===== src/rtl/instr_encode_loader_pkg.sv =====
// Shared constants and types for the RV32I instruction encoder/loader.
package instr_encode_loader_pkg;

  localparam int unsigned XLEN  = 32;
  localparam int unsigned OPC_W = 7;
  localparam int unsigned REG_W = 5;
  localparam int unsigned F3_W  = 3;
  localparam int unsigned IMM_W = 13;

  // Instruction classes handled by the main decoder
  typedef enum logic [1:0] {
    CLS_R      = 2'd0,
    CLS_LOAD   = 2'd1,
    CLS_STORE  = 2'd2,
    CLS_BRANCH = 2'd3
  } cls_e;

  // Major opcodes, shared with the main decoder
  localparam logic [OPC_W-1:0] OP_R      = 7'b0110011;
  localparam logic [OPC_W-1:0] OP_LOAD   = 7'b0000011;
  localparam logic [OPC_W-1:0] OP_STORE  = 7'b0100011;
  localparam logic [OPC_W-1:0] OP_BRANCH = 7'b1100011;

  // Loader state machine
  typedef enum logic {
    ST_LOAD = 1'b0,
    ST_FULL = 1'b1
  } state_e;

  // Instruction field bundle presented to the encoder
  typedef struct packed {
    logic [REG_W-1:0] rd;
    logic [REG_W-1:0] rs1;
    logic [REG_W-1:0] rs2;
    logic [F3_W-1:0]  funct3;
    logic             funct7b5;
    logic [IMM_W-1:0] imm;
  } instr_fields_t;

  // A 13-bit immediate fits a 12-bit signed field when its top two bits agree
  function automatic logic imm_fits12(input logic [IMM_W-1:0] imm);
    return imm[12] == imm[11];
  endfunction

endpackage


===== src/rtl/instr_encode_loader_format_enc.sv =====
// Combinational RV32I format encoder: fields + class -> word, illegal flag.
module instr_format_enc
  import instr_encode_loader_pkg::*;
(
  input  logic [1:0]      cls,
  input  instr_fields_t   fields,
  output logic [XLEN-1:0] word,
  output logic            illegal
);

  // Place fields at standard R/I/S/B bit positions and flag unencodable immediates
  always_comb begin
    word    = '0;
    illegal = 1'b0;
    case (cls_e'(cls))
      CLS_R: begin
        word = {1'b0, fields.funct7b5, 5'b0, fields.rs2, fields.rs1,
                fields.funct3, fields.rd, OP_R};
      end
      CLS_LOAD: begin
        word    = {fields.imm[11:0], fields.rs1, fields.funct3, fields.rd, OP_LOAD};
        illegal = ~imm_fits12(fields.imm);
      end
      CLS_STORE: begin
        word    = {fields.imm[11:5], fields.rs2, fields.rs1, fields.funct3,
                   fields.imm[4:0], OP_STORE};
        illegal = ~imm_fits12(fields.imm);
      end
      CLS_BRANCH: begin
        word    = {fields.imm[12], fields.imm[10:5], fields.rs2, fields.rs1,
                   fields.funct3, fields.imm[4:1], fields.imm[11], OP_BRANCH};
        illegal = fields.imm[0];
      end
      default: begin
        word    = '0;
        illegal = 1'b0;
      end
    endcase
  end

endmodule


===== src/rtl/instr_encode_loader.sv =====
// Program loader: encodes instruction beats and writes them sequentially
// into instruction memory, stopping when the memory is full.
module instr_encode_loader
  import instr_encode_loader_pkg::*;
#(
  parameter int unsigned ADDR_W = 10
) (
  input  logic              clk,
  input  logic              rst_n,
  input  logic              restart,
  input  logic              in_valid,
  output logic              in_ready,
  input  logic [1:0]        cls,
  input  logic [4:0]        rd,
  input  logic [4:0]        rs1,
  input  logic [4:0]        rs2,
  input  logic [2:0]        funct3,
  input  logic              funct7b5,
  input  logic [12:0]       imm,
  output logic              mem_we,
  output logic [ADDR_W-1:0] mem_addr,
  output logic [31:0]       mem_wdata,
  output logic [ADDR_W:0]   count,
  output logic              full,
  output logic              err
);

  localparam int unsigned CNT_W = ADDR_W + 1;
  localparam logic [ADDR_W-1:0] LAST_ADDR = '1;

  state_e          state;
  state_e          state_next;
  logic [ADDR_W-1:0] ptr;
  instr_fields_t   fields;
  logic [XLEN-1:0] enc_word;
  logic            enc_illegal;
  logic            accept_c;
  logic            wr_c;
  logic            drop_c;

  assign fields = {rd, rs1, rs2, funct3, funct7b5, imm};

  instr_format_enc u_enc (
    .cls     (cls),
    .fields  (fields),
    .word    (enc_word),
    .illegal (enc_illegal)
  );

  assign full     = (state == ST_FULL);
  assign in_ready = (state == ST_LOAD) & ~restart & rst_n;

  // Next-state and beat classification: accept, write or drop
  always_comb begin
    state_next = state;
    accept_c   = 1'b0;
    wr_c       = 1'b0;
    drop_c     = 1'b0;
    case (state)
      ST_LOAD: begin
        accept_c = in_valid & in_ready;
        wr_c     = accept_c & ~enc_illegal;
        drop_c   = accept_c & enc_illegal;
        if (restart) begin
          state_next = ST_LOAD;
        end else if (wr_c && (ptr == LAST_ADDR)) begin
          state_next = ST_FULL;
        end
      end
      ST_FULL: begin
        if (restart) begin
          state_next = ST_LOAD;
        end
      end
      default: begin
        state_next = ST_LOAD;
      end
    endcase
  end

  // State register
  always_ff @(posedge clk or negedge rst_n) begin
    if (!rst_n) begin
      state <= ST_LOAD;
    end else begin
      state <= state_next;
    end
  end

  // Write port, pointer, count and sticky error
  always_ff @(posedge clk or negedge rst_n) begin
    if (!rst_n) begin
      mem_we    <= 1'b0;
      mem_addr  <= '0;
      mem_wdata <= '0;
      ptr       <= '0;
      count     <= '0;
      err       <= 1'b0;
    end else begin
      mem_we <= wr_c;
      if (wr_c) begin
        mem_addr  <= ptr;
        mem_wdata <= enc_word;
      end
      if (restart) begin
        ptr   <= '0;
        count <= '0;
        err   <= 1'b0;
      end else begin
        if (wr_c) begin
          ptr   <= ptr + ADDR_W'(1);
          count <= count + CNT_W'(1);
        end
        if (drop_c) begin
          err <= 1'b1;
        end
      end
    end
  end

endmodule


===== config.mk =====
export PLATFORM = sky130hd
export DESIGN_NAME = instr_encode_loader
export DESIGN_NICKNAME = d
export VERILOG_FILES = /design/src/rtl/instr_encode_loader_pkg.sv /design/src/rtl/instr_encode_loader_format_enc.sv /design/src/rtl/instr_encode_loader.sv
export SDC_FILE = /design/constraint.sdc
export NUM_CORES = 1
export LEC_CHECK = 0
export BUFFER_PORTS_ARGS = -buffer_cell sky130_fd_sc_hd__buf_2
export CAP_MARGIN = 10
export CELL_PAD_IN_SITES_DETAIL_PLACEMENT = 1
export CELL_PAD_IN_SITES_GLOBAL_PLACEMENT = 1
export CORE_ASPECT_RATIO = 0.75
export CORE_MARGIN = 5
export CORE_UTILIZATION = 44
export DETAILED_ROUTE_END_ITERATION = 16
export PLACE_DENSITY_LB_ADDON = 0.1
export SYNTH_ARGS = -nofsm -noshare
export SYNTH_HDL_FRONTEND = slang
export SYNTH_HIERARCHICAL = 1
export SYNTH_SLANG_ARGS = --single-unit

===== constraint.sdc =====
create_clock -name clk -period 4.5 [get_ports clk]
set_input_delay 0.9 -clock clk [delete_from_list [all_inputs] [get_ports clk]]
set_output_delay 0.9 -clock clk [all_outputs]
set_load 0.05 [all_outputs]

======== Yosys cells after proc, flatten, opt, wreduce, memory -nomap -nowiden ========
Cells that the tools add are included.
cells by class
  reductions and logical operators ........ 5
  equal/unequal tests ..................... 5
  multiplexer cells ....................... 14
  bitwise logic cells ..................... 9
  $add $sub $neg .......................... 2
operator list
  operator                 number
  $pmux W32 S4             1
  $mux W11                 2
  $mux W10                 2
  $add A11 B1 Y11 const B  1
  $add A10 B1 Y10 const B  1
  $eq A10 B10 Y1 const B   1
  $mux W1                  7
  $and A1 B1 Y1            5
  $eq A2 B2 Y1 const B     2
  $not A1 Y1               4
  $pmux W1 S2              2
  $reduce_bool A2 Y1       2
  $eq A2 B1 Y1 const B     1
  $logic_not A2 Y1         1
  $reduce_or A2 Y1         1
  $eq A1 B1 Y1             1
  $logic_and A1 B1 Y1      1
word-level totals
  output and inout port bits .............. 57
  input port bits ......................... 38
  register bits after elaboration ......... 66

======== Logic depth before layout (Yosys ltp) ========
  depth after elaboration ................. 9
  mapped depth ............................ 11
  depth with buffers taken out ............ 7

======== Cells and area by module ========
Netlist, hierarchy kept.
modules (own cells, without submodules)
  module               area an instance (µm²)  seq. area each (µm²)  times used  cells each
  instr_encode_loader  2839.0                  1651.6                1           214
  instr_format_enc     404.1                   0.0                   1           51

======== Worst setup path after synthesis ========
OpenSTA, ideal clock, no wires.
  kind .................................... input to register
  from .................................... in cls[1]
  to ...................................... reg ptr[8]
  data arrival time ....................... 2.650 ns
  slack ................................... 1.722 ns
  cell stages on the path ................. 10
  path buffers ............................ 3
  path through ............................ buf_6 inv_1 ha_1 nand3b_1 o21ai_0 nand4bb_1 buf_4 buf_6 nor4_2 mux2_1
between the ends
  cells in the longest elaborated chain, start to end .. 7
  elaborated cells on any way between the ends .. 9
ends and longest elaborated chain
  what                                                 line                                  source
  start, declared                                      instr_encode_loader.sv:13             input logic [1:0] cls,
  $eq A2 B1 Y1 / $eq A2 B2 Y1 (equally long branches)  instr_encode_loader_format_enc.sv:15  case (cls_e'(cls))
  $reduce_or A2 Y1 (no line)                           -
  $pmux W1 S2 (*)                                      instr_encode_loader_format_enc.sv:15
  named net enc_illegal                                instr_encode_loader.sv:36             logic enc_illegal;
  $not A1 Y1 (*)                                       instr_encode_loader.sv:62             wr_c = accept_c & ~enc_illegal;
  $and A1 B1 Y1 (*)                                    instr_encode_loader.sv:62
  $mux W1 (*)                                          instr_encode_loader.sv:59             case (state)
  $reduce_bool A2 Y1 (no line) (*)                     -
  end signal, assigned                                 instr_encode_loader.sv:111            ptr <= ptr + ADDR_W'(1);
  end, declared                                        instr_encode_loader.sv:33             logic [ADDR_W-1:0] ptr;
The timed path passes the listed nets; every way through them passes the cells marked *.
A chain may end at the register's enable or synchronous reset.

======== Worst setup path in the final report ========
  from .................................... in cls[1]
  to ...................................... reg mem_wdata[8]
between the ends
  cells in the longest elaborated chain, start to end .. 6
  elaborated cells on any way between the ends .. 10
ends and longest elaborated chain
  what                                                 line                                  source
  $eq A2 B1 Y1 / $eq A2 B2 Y1 (equally long branches)  instr_encode_loader_format_enc.sv:15
  $reduce_or A2 Y1 (no line)                           -
  $pmux W1 S2 (*)                                      instr_encode_loader_format_enc.sv:15
  named net enc_illegal                                instr_encode_loader.sv:36
  $not A1 Y1 (*)                                       instr_encode_loader.sv:62
  $and A1 B1 Y1 (*)                                    instr_encode_loader.sv:62
  $mux W1 (*)                                          instr_encode_loader.sv:59
  end signal, assigned                                 instr_encode_loader.sv:103            mem_wdata <= enc_word;
  end, declared                                        instr_encode_loader.sv:22             output logic [31:0] mem_wdata,
The timed path passes the listed nets; every way through them passes the cells marked *. The select of a mux whose other input is x is not followed.

==> flow_metrics.env <==
export IMPL_status="completed"
export IMPL_hold_path_class="reg2reg"
export IMPL_fmax_ghz=0.336
export IMPL_hold_buffers=0
export IMPL_place_hpwl_um=5500
export IMPL_insertion_delay_ns=0.34
export IMPL_dr_pass1_iters=4
export IMPL_rsz0062_at_grt="false"
export IMPL_cp_arrival_ns=3.20
export IMPL_dieHeight_um=84.4
export IMPL_fin_crit_sh_pct=66.2
export IMPL_dr_wl_met2_um=3630
export IMPL_grt_max_degree=41
export IMPL_cts_buffer_depth=2
export IMPL_cp_max_fo=40
export IMPL_final_util_pct=53.3
export IMPL_p_int_mw=1.00
export IMPL_clock_skew_ns=0.00861
export IMPL_maxCapViolations=0
export IMPL_synthTopCellsByArea="dfrtp_1, mux2_1, buf_4"
export IMPL_drc=0
export IMPL_overflow=0
export IMPL_vdd_drop_max_uv=248
export IMPL_yosysSeqAreaShare_pct=50.9
export IMPL_synth_most_common_cell="dfrtp_1"
export IMPL_wl_met1_um=3410
export IMPL_min_period_ns=2.98
export IMPL_crit_type="in2reg"
export IMPL_power_frac_seq_pct=42.9
export IMPL_portBuffers=94
export IMPL_htree_levels=3
export IMPL_clk_pin_slew_ns=0.07
export IMPL_synthFlopType="dfrtp_1"
export IMPL_pwr_density_cell_nw_per_um2=426
export IMPL_final_hold_violation_count=0
export IMPL_grt_pass1_vias=2477
export IMPL_dieArea_um2=9210
export IMPL_via_per_inst=5.15
export IMPL_num_rows=27
export IMPL_mappedNetlistArea_um2=3240
export IMPL_cts_root_buf="clkbuf_8"
export IMPL_worst_pin_slew_ns=0.693
export IMPL_relSlewSlack_pct=53.8
export IMPL_cts_tree="done"
export IMPL_switching_share_pct=39.4
export IMPL_wl_um=7540
export IMPL_synth_warning_count=6
export IMPL_ys_async_sr_fraction_pct=100
export IMPL_met3_wirelength_um=419
export IMPL_synth_largest_area_cell="dfrtp_1"
export IMPL_ys_top_cells_by_count="dfrtp_1, mux2_1, buf_4, nand2_1, mux2_2"
export IMPL_grt_pass1_wl_um=12600
export IMPL_core_area_um2=7260
export IMPL_start_util_pct=44.7
export IMPL_clkSinkCount=66
export IMPL_dr_max_layer_used="met4"
export IMPL_cts_resized=0
export IMPL_power_frac_comb_pct=31.4
export IMPL_antenna_found_initial=0
export IMPL_drtIter0Drc=62
export IMPL_antenna_left=0
export IMPL_via_count=2358
export IMPL_required_ns=4.72
export IMPL_numCtsBuffers=9
export IMPL_p_leak_nw=1.92
export IMPL_area_delta_synth_final_pct=19.4
export IMPL_track_usage_pct=17.5
export IMPL_io_pins=95
export IMPL_fin_tns_setup_ns=0
export IMPL_slew_viol_final=0
export IMPL_ys_ff_latch=66
export IMPL_cts_setup_buffers=0
export IMPL_synth_edf_count=0
export IMPL_syn_avg_cell_area_um2=12.2
export IMPL_synth_top_area_share_pct=50.9
export IMPL_place_gp_congestion=0.744
export IMPL_drive_gt1_share_pct=37.0
export IMPL_fillers=810
export IMPL_power_switching_mw=0.651
export IMPL_power_frac_clock_pct=25.7
export IMPL_diodes=0
export IMPL_finalSetupViolCount=0
export IMPL_nets=397
export IMPL_synth_cells=265
export IMPL_start_kind="input port"
export IMPL_synth_cell_type_count=46
export IMPL_endpoint_kind="flip-flop"
export IMPL_die_w_um=109
export IMPL_wl_per_cell_um=16.5
==> worst max-delay path: stages <==
cell	delay [ns]
buf_2	0.17
inv_1	0.10
ha_1	0.37
nand3b_1	0.15
o21ai_0	0.14
nand4bb_1	0.22
buf_4	0.25
nor2_4	0.21
buf_12	0.26
mux2_2	0.37
==> final cells by class <==
class                   count  area (µm²)  share of cell area [%]
flip-flops and latches     66        1650                    42.6
multi-input cells         167        1380                    35.7
repair buffers             98         513                    13.2
clock buffers              11         131                    3.39
well taps                 101         126                    3.26
inverters                  10        37.5                   0.969
clock inverters             5        31.3                   0.807
==> worst paths after layout <==
check | start | end | slack (ns) | cells past startpoint
max in group asynchronous | rst_n | mem_addr[0]$_DFFE_PN0P_ | 2.94 | 2
worst max-delay path | cls[1] | mem_wdata[8]$_DFFE_PN0P_ | 1.52 | 10
worst min-delay path | mem_wdata[24]$_DFFE_PN0P_ | mem_wdata[24]$_DFFE_PN0P_ | 0.48 | 1
worst min register to register | mem_wdata[24]$_DFFE_PN0P_ | mem_wdata[24]$_DFFE_PN0P_ | 0.48 | 1
min in group asynchronous | rst_n | mem_wdata[21]$_DFFE_PN0P_ | 0.60 | 1
worst max register to register | full$_DFF_PN0_ | mem_wdata[8]$_DFFE_PN0P_ | 2.65 | 5
==> per-layer routing <==
| metal | vias to the layer above | global-route usage [%] |
|---|---|---|
| met5 | - | 0 |
| met4 | 0 | 5.73 |
| met3 | 8 | 5.15 |
| met2 | 61 | 27.5 |
| met1 | 1180 | 23.1 |
| li1 | 1109 | - |
==> flip-flops by register name, summed over array words and instances (netlist names) <==
signal     cells
count         11
err            1
full           1
mem_addr      10
mem_wdata     32
mem_we         1
ptr           10
==> kinds of logic after synthesis <==
kind of cell | share of synthesized area [%]
adders and majority gates | 2.70
xor gates and xnor gates | 0.810
and+or+nand+nor | 12.3
DFF | 50.9
buffers and inverters | 6.67
other | 0.232
AOI/OAI and AO/OA | 8.37
muxes | 18.0
==> cell usage in the layout, fill, tap and decap left out, types with 2 or more instances in the layout <==
cell      count
a211oi_1      2
a21oi_1       9
a22o_1        6
a31o_1        2
and2_1        5
buf_2        94
buf_4         3
clkbuf_1      2
clkbuf_8      9
clkinv_2      3
conb_1        4
dfrtp_1      66
ha_1          7
inv_1        10
mux2_1       39
mux2_2       11
mux2i_1       2
nand2_1      12
nand2b_1      2
nand3_1       4
nand4_1       5
nand4b_1      2
nor2_1        8
nor2b_1       3
nor4_1        2
nor4_2        3
o21ai_0       6
o311ai_1      2
o31ai_1       4
o41ai_1       2
or3_1         2
or4_1         6
xnor2_1       3
==> per-stage QoR <==
stage | area, µm² | total power [mW] | worst slack [ns] | hold slack (ns) | instances
finish | 3870 | 1.65 | 1.52 | 0.481 | 458
floorplan | 3250 | 1.11 | 1.72 | 0.479 | 267
global route | 3870 | 1.74 | 1.37 | 0.503 | 458
detailed placement | 3710 | 1.25 | 1.18 | 0.471 | 442
global placement | 3710 | 1.23 | 1.28 | 0.459 | 442
CTS | 3870 | 1.68 | 1.53 | 0.488 | 458
==> power by group through the flow <==
stage	clock network (mW)	logic [mW]	registers [mW]
2_1_floorplan	0	0.113	0.995
3_3_place_gp	0	0.517	0.718
3_5_place_dp	0	0.526	0.721
4_1_cts	0.444	0.527	0.711
5_1_grt	0.476	0.548	0.720
6_report	0.424	0.519	0.709
Note: power is estimated with default switching activity, not from simulation.
